File: config.mk
export PLATFORM = sky130hd
export DESIGN_NAME = stopwatch_display_driver
export DESIGN_NICKNAME = d
export VERILOG_FILES = /design/src/rtl/stopwatch_display_driver.sv
export SDC_FILE = /design/constraint.sdc
export NUM_CORES = 1
export LEC_CHECK = 0
export CAP_MARGIN = 25
export CORE_ASPECT_RATIO = 1.75
export CORE_MARGIN = 1.5
export CORE_UTILIZATION = 28
export DETAILED_ROUTE_END_ITERATION = 8
export HOLD_SLACK_MARGIN = 0.12
export PLACE_DENSITY = 0.47
export SETUP_SLACK_MARGIN = 0.3
export SLEW_MARGIN = 20
export SYNTH_ARGS = -nofsm -noshare
export SYNTH_HDL_FRONTEND = slang
export SYNTH_SLANG_ARGS = --single-unit
File: constraint.sdc
create_clock -name clk -period 4.8 [get_ports clk]
set_input_delay 0.96 -clock clk [delete_from_list [all_inputs] [get_ports clk]]
set_output_delay 0.96 -clock clk [all_outputs]
set_load 0.05 [all_outputs]
File: src/rtl/stopwatch_display_driver.sv
// Multiplexed 4-digit 7-segment driver for the stopwatch: shows a per-frame snapshot
// of MM.SS and blanks the display in alternating groups of frames while paused.
module stopwatch_display_driver #(
  parameter int REFRESH_DIV    = 1000,
  parameter int BLINK_FRAMES   = 64,
  parameter bit SEG_ACTIVE_LOW = 1'b1,
  parameter bit AN_ACTIVE_LOW  = 1'b1
) (
  input  logic       clk,
  input  logic       rst,
  input  logic [7:0] minutes,
  input  logic [5:0] seconds,
  input  logic [1:0] status,
  output logic [6:0] seg,
  output logic       dp,
  output logic [3:0] an
);

  localparam int PW = (REFRESH_DIV > 1) ? $clog2(REFRESH_DIV) : 1;
  localparam int BW = (BLINK_FRAMES > 1) ? $clog2(BLINK_FRAMES) : 1;
  localparam logic [PW-1:0] PRESC_LAST = PW'(REFRESH_DIV - 1);
  localparam logic [BW-1:0] BLINK_LAST = BW'(BLINK_FRAMES - 1);
  localparam logic [1:0]    ST_PAUSED  = 2'b10;
  localparam logic [3:0]    DIG_DASH   = 4'hF;

  logic [PW-1:0] presc_q, presc_d;
  logic [1:0]    digit_q, digit_d;
  logic [7:0]    mm_q, mm_d;
  logic [5:0]    ss_q, ss_d;
  logic [1:0]    st_q, st_d;
  logic [BW-1:0] blink_cnt_q, blink_cnt_d;
  logic          blink_ph_q, blink_ph_d;
  logic          load_pending_q, load_pending_d;
  logic [6:0]    seg_q, seg_d;
  logic          dp_q, dp_d;
  logic [3:0]    an_q, an_d;

  logic          presc_tc, frame_tick, load;
  logic [7:0]    src_mm;
  logic [5:0]    src_ss;
  logic [3:0]    mm_tens, mm_ones, ss_tens, ss_ones, dig;
  logic [6:0]    seg_raw;
  logic [3:0]    an_raw;

  function automatic logic [6:0] enc7(input logic [3:0] d);
    case (d)
      4'd0:    enc7 = 7'h3F;
      4'd1:    enc7 = 7'h06;
      4'd2:    enc7 = 7'h5B;
      4'd3:    enc7 = 7'h4F;
      4'd4:    enc7 = 7'h66;
      4'd5:    enc7 = 7'h6D;
      4'd6:    enc7 = 7'h7D;
      4'd7:    enc7 = 7'h07;
      4'd8:    enc7 = 7'h7F;
      4'd9:    enc7 = 7'h6F;
      default: enc7 = 7'h40;
    endcase
  endfunction

  always_comb begin
    presc_d        = presc_q;
    digit_d        = digit_q;
    mm_d           = mm_q;
    ss_d           = ss_q;
    st_d           = st_q;
    blink_cnt_d    = blink_cnt_q;
    blink_ph_d     = blink_ph_q;
    load_pending_d = 1'b0;

    presc_tc   = (presc_q == PRESC_LAST);
    frame_tick = presc_tc && (digit_q == 2'd3);
    load       = load_pending_q || frame_tick;

    if (presc_tc) begin
      presc_d = '0;
      digit_d = digit_q + 2'd1;
    end else begin
      presc_d = presc_q + PW'(1);
    end

    // A frame only counts toward the blink period if it was itself shown as paused.
    if (load) begin
      mm_d = minutes;
      ss_d = seconds;
      st_d = status;
      if (load_pending_q || status != ST_PAUSED || st_q != ST_PAUSED) begin
        blink_cnt_d = '0;
        blink_ph_d  = 1'b0;
      end else if (blink_cnt_q == BLINK_LAST) begin
        blink_cnt_d = '0;
        blink_ph_d  = ~blink_ph_q;
      end else begin
        blink_cnt_d = blink_cnt_q + BW'(1);
      end
    end

    // The very first cycle after reset shows the values being captured, not stale zeros.
    src_mm  = load_pending_q ? minutes : mm_q;
    src_ss  = load_pending_q ? seconds : ss_q;
    mm_tens = 4'(src_mm / 8'd10);
    mm_ones = 4'(src_mm % 8'd10);
    ss_tens = 4'(src_ss / 6'd10);
    ss_ones = 4'(src_ss % 6'd10);

    case (digit_q)
      2'd0:    dig = (src_ss > 6'd59) ? DIG_DASH : ss_ones;
      2'd1:    dig = (src_ss > 6'd59) ? DIG_DASH : ss_tens;
      2'd2:    dig = (src_mm > 8'd99) ? DIG_DASH : mm_ones;
      default: dig = (src_mm > 8'd99) ? DIG_DASH : mm_tens;
    endcase

    seg_raw = enc7(dig);
    an_raw  = blink_ph_q ? 4'b0000 : (4'b0001 << digit_q);
    seg_d   = seg_raw ^ {7{SEG_ACTIVE_LOW}};
    dp_d    = (digit_q == 2'd2) ^ SEG_ACTIVE_LOW;
    an_d    = an_raw ^ {4{AN_ACTIVE_LOW}};
  end

  always_ff @(posedge clk) begin
    if (rst) begin
      presc_q        <= '0;
      digit_q        <= '0;
      mm_q           <= '0;
      ss_q           <= '0;
      st_q           <= '0;
      blink_cnt_q    <= '0;
      blink_ph_q     <= 1'b0;
      load_pending_q <= 1'b1;
      seg_q          <= {7{SEG_ACTIVE_LOW}};
      dp_q           <= SEG_ACTIVE_LOW;
      an_q           <= {4{AN_ACTIVE_LOW}};
    end else begin
      presc_q        <= presc_d;
      digit_q        <= digit_d;
      mm_q           <= mm_d;
      ss_q           <= ss_d;
      st_q           <= st_d;
      blink_cnt_q    <= blink_cnt_d;
      blink_ph_q     <= blink_ph_d;
      load_pending_q <= load_pending_d;
      seg_q          <= seg_d;
      dp_q           <= dp_d;
      an_q           <= an_d;
    end
  end

  assign seg = seg_q;
  assign dp  = dp_q;
  assign an  = an_q;

endmodule

==> results.json, run 1 <==
{
  "stdcell_area_sq_mm": 0.00444,
  "synthesis.area_sq_mm": 0.00363,
  "hold_path.class": "register to register",
  "slowest_stage": "a211oi_1",
  "clock_latency_ps": 290,
  "crit_buf_inv": 3,
  "synth-adder-area-share": 0.0552,
  "place.gp.congestion": 0.838,
  "synth_top_family_by_area": "compound AO/OA/AOI/OAI gates",
  "status": "finished clean",
  "synth_compound_area_frac": 0.253,
  "endpoint_kind": "register",
  "num_rows": 54,
  "tightest_slew_ps": 683,
  "io_pins": 30,
  "rsz0062_at_grt": "no",
  "tns_ps": 0,
  "cts_sinks": 48,
  "whs_ps": 447,
  "cp_max_fo": 9,
  "leakagePower_uw": 0.00164,
  "ys.warnings.count": 0,
  "wirelength_um": 10600,
  "synth_flop_cell": "dfxtp_1",
  "core_area_sq_mm": 0.0126,
  "setup_viol": 0,
  "synth_seq_cells": 48,
  "finalClockSkew_ps": 6.08,
  "crit_arrival_ps": 4570,
  "synthTopCellsByCount": "61 x nand2_1, 48 x dfxtp_1, 47 x nor2_1",
  "avgViaCountPerCell": 5.24,
  "synth.avg_cell_area_sq_um": 7.97,
  "clk_pin_slew_ps": 60,
  "wl_met1_um": 3990,
  "ir_drop_v": 0.000164,
  "drt_iter0_markers": 87,
  "pre_cts_ws_ps": -17.3,
  "synth-simple-area-share": 0.244,
  "power_uw": 1340,
  "period_minus_slack_ps": 4380,
  "floorplan.initialDensity": 0.289,
  "portBuffers": 29,
  "drive_above_1_share": 0.166,
  "num_vias": 3493,
  "nFillCells": 1362,
  "synthCells": 455,
  "period_share": 0.912,
  "finalMaxSlewViolations": 0,
  "fp.dieW_um": 89.0,
  "dp_hpwl_um": 8110,
  "async_flop_share": 0,
  "synth.area.top_cells": "dfxtp_1 27%, nand2_1 6.3%, ha_1 5.5%, a21oi_1 5.2%, nor2_1 4.9%",
  "synth_edf_count": 0,
  "crit_path_max_incr_delay_ps": 540,
  "highest_layer": "met4",
  "cts_buffers": 5,
  "startpoint_type": "input port",
  "cts_tree": "yes",
  "antenna_left": 0,
  "clockBufferDepth": 2,
  "track_usage": 0.161,
  "yosys.area.top_type": "dfxtp_1",
  "htreeDepth": 2,
  "area_delta_synth_final_pct": 22.4,
  "yosysSeqAreaShare": 0.265,
  "crit_type": "input port to register",
  "antenna_found_initial": 0,
  "drc_errors": 0,
  "hold_violations": 0,
  "hold_buffers": 0,
  "yosysMostFrequentCell": "nand2_1",
  "synth_top_area_frac": 0.265,
  "finalNetCount": 532,
  "grt_first_pass_wirelength_um": 17100,
  "firstDrtPassIters": 4,
  "grt_pass1_vias": 3536,
  "postPlaceCellArea_sq_mm": 0.00419,
  "crit_chain": "clkdlybuf4s50_1, mux2_2, buf_4, a211oi_1, nor3_1, a221oi_1, o32ai_1, o32ai_2, inv_1, ha_1, or4b_1, and3_1",
  "power_density_mw_per_mm2": 303,
  "fin_ws_ps": 422,
  "synth_cell_types": 77,
  "grt_max_degree": 40,
  "maxCapViolations": 0,
  "synthMuxAreaShare": 0.0866,
  "critPathRequiredTime_ps": 4990,
  "gr-total-overflow": 0,
  "wl_met2_um": 5920,
  "synth_xor_area_frac": 0.0386,
  "path_delay_family": "compound AO/OA/AOI/OAI gates",
  "slew_headroom": 0.545,
  "die_y_um": 154,
  "wl_per_cell_um": 15.9,
  "fmax_mhz": 228,
  "wl_met3_um": 200,
  "n_antenna_cell": 0,
  "root_buffer": "clkbuf_16",
  "synth_fp_nets": 489,
  "die-area_sq_mm": 0.0137
}
[sequential cells by signal, indices dropped and copies added, names as in the netlist, 2 cells and up]
register / flops
digit_q: 2
presc_q: 10
seg: 7
an: 4
mm_q: 8
blink_cnt_q: 6
st_q: 2
ss_q: 6
[metrics by stage]
step                cells   util
detailed placement    654  0.333
finish                667  0.353
global route          667  0.353
floorplan             455      -
global placement      654  0.333
CTS                   663  0.345
[worst reg2reg max path, delay by kind of cell (launching register included)]
family	cells	cell delay, ps
buffers and inverters	3	570
flip-flops	1	710
multiplexers	1	420
adder cells (fa/ha/maj)	1	310
AND/OR/NAND/NOR	3	840
AO/OA/AOI/OAI	4	1310
[repair_timing]
| item | CTS | global route |
|---|---|---|
| setup buffers | 1 | 4 |
| pin swaps | 1 | 6 |
| resized for setup | 0 | 17 |
| endpoints found under the setup margin | 4 | 6 |
[report_power, final]
group | leakage [uW] | internal, uW | switching, uW
Sequential | 0.000394 | 430 | 15.4
Combinational | 0.00117 | 224 | 321
Clock | 0.0000712 | 208 | 147
Total | 0.00164 | 862 | 483
[layout by cell type, fill, tap and decap left out, types with 4 or more instances in the layout]
cell type | Yosys | routed
a21oi_1 | 38 | 36
nand2_1 | 61 | 60
or4b_1 | 4 | 4
mux2i_4 | 4 | 4
ha_1 | 16 | 15
nor2_1 | 47 | 47
xnor2_1 | 10 | 10
clkdlybuf4s50_1 | 0 | 27
clkbuf_16 | 0 | 5
a21o_1 | 4 | 4
o21ai_0 | 19 | 19
nor3_1 | 20 | 19
a31oi_1 | 6 | 6
mux2i_1 | 7 | 6
and3_1 | 5 | 5
dfxtp_1 | 48 | 48
xor2_1 | 6 | 6
nand3_1 | 9 | 9
a211oi_1 | 7 | 7
nand4_1 | 5 | 5
mux2_2 | 9 | 9
buf_4 | 1 | 31
o32ai_1 | 4 | 4
inv_1 | 12 | 12
[cell type report]
cell class / count / area [sq um] / share of cell area
clock buffers: 8 / 146 / 0.0330
well taps: 168 / 210 / 0.0474
repair buffers: 61 / 548 / 0.123
inverters: 14 / 55.1 / 0.0124
flip-flops and latches: 48 / 961 / 0.216
multi-input cells: 368 / 2520 / 0.567
[kinds of logic after synthesis]
| kind of cell | count (synthesis) |
|---|---|
| AOI/OAI and AO/OA | 130 |
| xor gates and xnor gates | 16 |
| adders and majority gates | 16 |
| buffers and inverters | 39 |
| DFF | 48 |
| muxes | 24 |
| and+or+nand+nor | 182 |
[routing by layer]
layer / vias up / GRT usage
met2: 73 / 0.303
met3: 29 / 0.0188
li1: 1764 / -
met1: 1627 / 0.165
met5: - / 0
met4: 0 / 0.0864
[final timing paths]
| path | to | from | depth (start not counted) | slack (ps) |
|---|---|---|---|---|
| setup / recovery | seg[3]$_SDFF_PP1_ | minutes[5] | 12 | 420 |
| hold / removal | st_q[0]$_SDFFE_PP0P_ | st_q[0]$_SDFFE_PP0P_ | 2 | 450 |
| setup reg to reg | seg[3]$_SDFF_PP1_ | load_pending_q$_DFF_P_ | 12 | 530 |
| hold reg to reg | st_q[0]$_SDFFE_PP0P_ | st_q[0]$_SDFFE_PP0P_ | 2 | 450 |
Power figures use the tool's default switching activity.
==> inputs of run 2 (changes only) <==
--- a/config.mk
+++ b/config.mk
@@ -7,7 +7,6 @@
 export LEC_CHECK = 0
 export CAP_MARGIN = 25
 export CORE_ASPECT_RATIO = 1.75
-export CORE_MARGIN = 1.5
 export CORE_UTILIZATION = 28
 export DETAILED_ROUTE_END_ITERATION = 8
 export HOLD_SLACK_MARGIN = 0.12
==> results.json, run 2 (synthesized netlist as in run 1, its figures left out) <==
{
  "status": "finished clean",
  "fp.dieW_um": 88.0,
  "stdcell_area_sq_mm": 0.00449,
  "finalMaxSlewViolations": 0,
  "fin_ws_ps": 452,
  "power_uw": 1400,
  "period_minus_slack_ps": 4350,
  "htreeDepth": 2,
  "layout_commonest_cell": "nand2_1",
  "portBuffers": 29,
  "area_delta_synth_final_pct": 23.8,
  "final_util": 0.357,
  "regMostFlops": "presc_q",
  "grt_max_degree": 40,
  "drc_errors": 0,
  "period_share": 0.906,
  "finalClockSkew_ps": 8.02,
  "antenna_left": 0,
  "maxCapViolations": 0,
  "power_density_mw_per_mm2": 311,
  "r2r_slack_ps": 790,
  "cts_tree": "yes",
  "rsz0062_at_grt": "no",
  "floorplan.initialDensity": 0.289,
  "wl_per_cell_um": 16.1,
  "gr-total-overflow": 0,
  "tightest_slew_ps": 839,
  "antenna_found_initial": 0,
  "critPathRequiredTime_ps": 4990,
  "hold_path.class": "register to register",
  "fmax_mhz": 230,
  "cp_max_fo": 7,
  "firstDrtPassIters": 5,
  "finalNetCount": 531,
  "setup_viol": 0,
  "grt_pass1_vias": 3559,
  "grt_first_pass_wirelength_um": 17100,
  "drt_iter0_markers": 138,
  "root_buffer": "clkbuf_16",
  "drive_above_1_share": 0.185,
  "dp_hpwl_um": 8140,
  "tns_ps": 0,
  "num_rows": 54,
  "crit_type": "input port to register",
  "pre_cts_ws_ps": 21.3,
  "track_usage": 0.164,
  "startpoint_type": "input port",
  "cts_buffers": 5,
  "crit_arrival_ps": 4540,
  "postPlaceCellArea_sq_mm": 0.00420,
  "num_vias": 3526,
  "avgViaCountPerCell": 5.29,
  "clockBufferDepth": 2,
  "hold_buffers": 0,
  "place.gp.congestion": 0.897,
  "die_y_um": 153,
  "leakagePower_uw": 0.00164,
  "clock_latency_ps": 300,
  "largest_reg_flops": 10,
  "layout_common_cells": "60 x nand2_1, 48 x dfxtp_1, 46 x nor2_1",
  "endpoint_kind": "register",
  "cts_sinks": 48,
  "clk_pin_slew_ps": 60,
  "hold_violations": 0,
  "ir_drop_v": 0.000225,
  "slew_headroom": 0.424,
  "n_antenna_cell": 0,
  "die-area_sq_mm": 0.0134,
  "core_area_sq_mm": 0.0126,
  "io_pins": 30,
  "wirelength_um": 10700
}
==> run 2: changes by cell type in the layout (fill, tap and decap cells not counted), moves of 2 or more <==
cell	change
dlymetal6s2s_1	-2
clkdlybuf4s50_1	+2
clkbuf_1	-2
a211oi_1	-3
a211oi_2	+3
nor2_2	+2
==> run 2: worst paths after layout <==
path | cells past startpoint | from | end
hold reg to reg | 1 | presc_q[0]$_SDFF_PP0_ | presc_q[0]$_SDFF_PP0_
hold / removal | 1 | presc_q[0]$_SDFF_PP0_ | presc_q[0]$_SDFF_PP0_
setup / recovery | 15 | seconds[3] | seg[3]$_SDFF_PP1_
setup reg to reg | 15 | load_pending_q$_DFF_P_ | seg[3]$_SDFF_PP1_
==> run 2: report_power, final <==
group | switching (uW) | total [uW] | internal, uW
clock | 155 | 399 | 245
combinational | 327 | 554 | 227
sequential | 14.0 | 444 | 430
total | 496 | 1400 | 901
==> run 2: worst max-delay path: stages <==
cell             delay (ps)
clkdlybuf4s50_1         450
mux2_4                  320
a21oi_2                 180
ha_1                    190
o21ai_2                  70
a311oi_2                290
nand2_1                 110
a21oi_2                 200
inv_1                    90
ha_1                    200
o41a_1                  440
a22o_2                  270
buf_4                   160
or4_1                   410
and3_1                  180
==> run 2: area by class of cell <==
class	count	area, sq um
Clock buffer	5	125
Multi-Input combinational cell	368	2560
Clock inverter	3	42.5
Inverter	14	55.1
Sequential cell	48	961
Tap cell	168	210
Timing Repair Buffer	60	536
Fill cell	1334	8080
==> run 2: metal layers <==
metal  up-vias  share of wire  global-route usage
met5         -              0                   0
li1       1750              -                   -
met3        31          0.021              0.0195
met2        80           0.56               0.308
met4         0          0.049               0.108
met1      1665           0.37               0.162
==> run 2: stage by stage <==
stage	cells	hold slack [ps]
2_1_floorplan	455	418
3_3_place_gp	656	430
3_5_place_dp	656	442
4_1_cts	664	456
5_1_grt	666	471
6_report	666	452
==> run 2: timing repair <==
action | in CTS | in global routing
setup buffers | 0 | 2
setup endpoints to repair | 0 | 5
gates resized for setup | 0 | 22
==> inputs of run 3 (changes only) <==
--- a/config.mk
+++ b/config.mk
@@ -7,6 +7,7 @@
 export LEC_CHECK = 0
 export CAP_MARGIN = 25
 export CORE_ASPECT_RATIO = 1.75
+export CORE_MARGIN = 2
 export CORE_UTILIZATION = 28
 export DETAILED_ROUTE_END_ITERATION = 8
 export HOLD_SLACK_MARGIN = 0.12
==> constraint.sdc (replaced) <==
create_clock -name clk -period 5.6 [get_ports clk]
set_input_delay 1.12 -clock clk [delete_from_list [all_inputs] [get_ports clk]]
set_output_delay 1.12 -clock clk [all_outputs]
set_load 0.05 [all_outputs]
==> results.json, run 3 (synthesized netlist as in run 1, its figures left out) <==
{
  "setup_viol": 0,
  "layout_common_cells": "61 x nand2_1, 48 x dfxtp_1, 47 x nor2_1",
  "grt_max_degree": 40,
  "switching_share": 0.363,
  "clock_latency_ps": 290,
  "post-cts-setup-buffers": 0,
  "p_sw_uw": 404,
  "htreeDepth": 2,
  "crit_type": "input port to register",
  "hold_buffers": 0,
  "largest_reg_flops": 10,
  "use_met2": 0.300,
  "io_pins": 30,
  "cts_buffers": 5,
  "track_usage": 0.155,
  "finalClockSkew_ps": 3.10,
  "p_int_uw": 708,
  "clk_pin_slew_ps": 60,
  "grt_use_met3": 0.0132,
  "fmax_mhz": 202,
  "wl_per_cell_um": 16.7,
  "cts_sinks": 48,
  "fp.dieW_um": 90.0,
  "slew_headroom": 0.481,
  "power_uw": 1110,
  "grt_first_pass_wirelength_um": 17400,
  "postPlaceCellArea_sq_mm": 0.00405,
  "leakagePower_uw": 0.00150,
  "cp_max_fo": 12,
  "clock_power_share": 0.273,
  "top_usage_layer": "met2",
  "grt_pass1_vias": 3514,
  "startpoint_type": "input port",
  "use_met1": 0.149,
  "fin_ws_ps": 640,
  "antenna_left": 0,
  "drive_above_1_share": 0.103,
  "seq_power_share": 0.343,
  "n_antenna_cell": 0,
  "crit_chain": "clkdlybuf4s50_1, mux2i_4, nor3_1, a21oi_1, ha_1, o21ai_1, a311oi_2, nand2_1, a21oi_1, inv_1, ha_1, o311ai_0, o41a_1, a22o_1, or3b_2, and3_1",
  "antenna_found_initial": 0,
  "die_y_um": 155,
  "multi_input_area_sq_mm": 0.00246,
  "period_minus_slack_ps": 4960,
  "status": "finished clean",
  "dp_hpwl_um": 8090,
  "pre_cts_ws_ps": 359,
  "firstDrtPassIters": 5,
  "wirelength_um": 10800,
  "clockBufferDepth": 2,
  "avgViaCountPerCell": 5.52,
  "finalMaxSlewViolations": 0,
  "layout.area.seq_sq_um": 961,
  "hold_path.class": "register to register",
  "cts_resized": 0,
  "hold_violations": 0,
  "finalNetCount": 510,
  "gr-total-overflow": 0,
  "nFillCells": 1385,
  "num_rows": 55,
  "crit_path_max_incr_delay_ps": 510,
  "tightest_slew_ps": 757,
  "drc_errors": 0,
  "layout_commonest_cell": "nand2_1",
  "rsz0062_at_grt": "no",
  "maxCapViolations": 0,
  "crit_arrival_ps": 5150,
  "endpoint_kind": "register",
  "drt_iter0_markers": 140,
  "floorplan.initialDensity": 0.283,
  "portBuffers": 29,
  "core_area_sq_mm": 0.0128,
  "ir_drop_v": 0.000113,
  "slowest_stage": "or3b_2",
  "place.gp.congestion": 0.912,
  "root_buffer": "clkbuf_16",
  "regMostFlops": "presc_q",
  "p_comb_frac": 0.384,
  "critPathRequiredTime_ps": 5790,
  "power_density_mw_per_mm2": 265,
  "tns_ps": 0,
  "num_vias": 3575,
  "area_delta_synth_final_pct": 15.8,
  "final_util": 0.328,
  "die-area_sq_mm": 0.0139,
  "cts_tree": "yes",
  "stdcell_area_sq_mm": 0.00420,
  "period_share": 0.886
}
[run 3: cell count changes in the layout (fill, tap and decap cells not counted), sizes merged]
cell      previous run  this run
buf                 31        10
clkbuf               5         8
bufinv               1         0
clkinv               1         0
clkinvlp             1         0
[run 3: metrics by stage]
step / hold WS [ps] / std cells
3_3_place_gp: 430 / 640
2_1_floorplan: 418 / 455
5_1_grt: 474 / 648
6_report: 449 / 648
3_5_place_dp: 442 / 640
4_1_cts: 452 / 648
[run 3: final cells by class]
class / count / area share
Clock buffer: 8 / 0.0349
Inverter: 14 / 0.0131
Timing Repair Buffer: 39 / 0.0870
Multi-Input combinational cell: 368 / 0.585
Sequential cell: 48 / 0.229
Tap cell: 171 / 0.0510
[run 3: power groups by stage]
stage / Sequential [uW] / Clock (uW) / Combinational (uW)
6_report: 381 / 304 / 427
5_1_grt: 385 / 330 / 461
4_1_cts: 381 / 316 / 425
3_5_place_dp: 389 / 0 / 422
3_3_place_gp: 389 / 0 / 423
2_1_floorplan: 448 / 0 / 251
[run 3: worst paths after layout]
path,startpoint,endpoint,slack (ps),cells past startpoint
min reg2reg,presc_q[0]$_SDFF_PP0_,presc_q[0]$_SDFF_PP0_,450,1
max reg2reg,load_pending_q$_DFF_P_,seg[3]$_SDFF_PP1_,1000,12
min,presc_q[0]$_SDFF_PP0_,presc_q[0]$_SDFF_PP0_,450,1
max,seconds[4],seg[3]$_SDFF_PP1_,640,16
[run 3: metal layers]
layer | up-vias | wire, um
li1 | 1723 | -
met1 | 1694 | 3980
met2 | 115 | 5800
met3 | 43 | 319
met4 | 0 | 735
met5 | - | 0
[run 3: critical path, delay by kind of cell]
| kind | cells | cell delay (ps) |
|---|---|---|
| AND/OR/NAND/NOR | 4 | 870 |
| AO/OA/AOI/OAI | 7 | 1880 |
| multiplexers | 1 | 320 |
| buffers and inverters | 2 | 570 |
| adder cells (fa/ha/maj) | 2 | 380 |
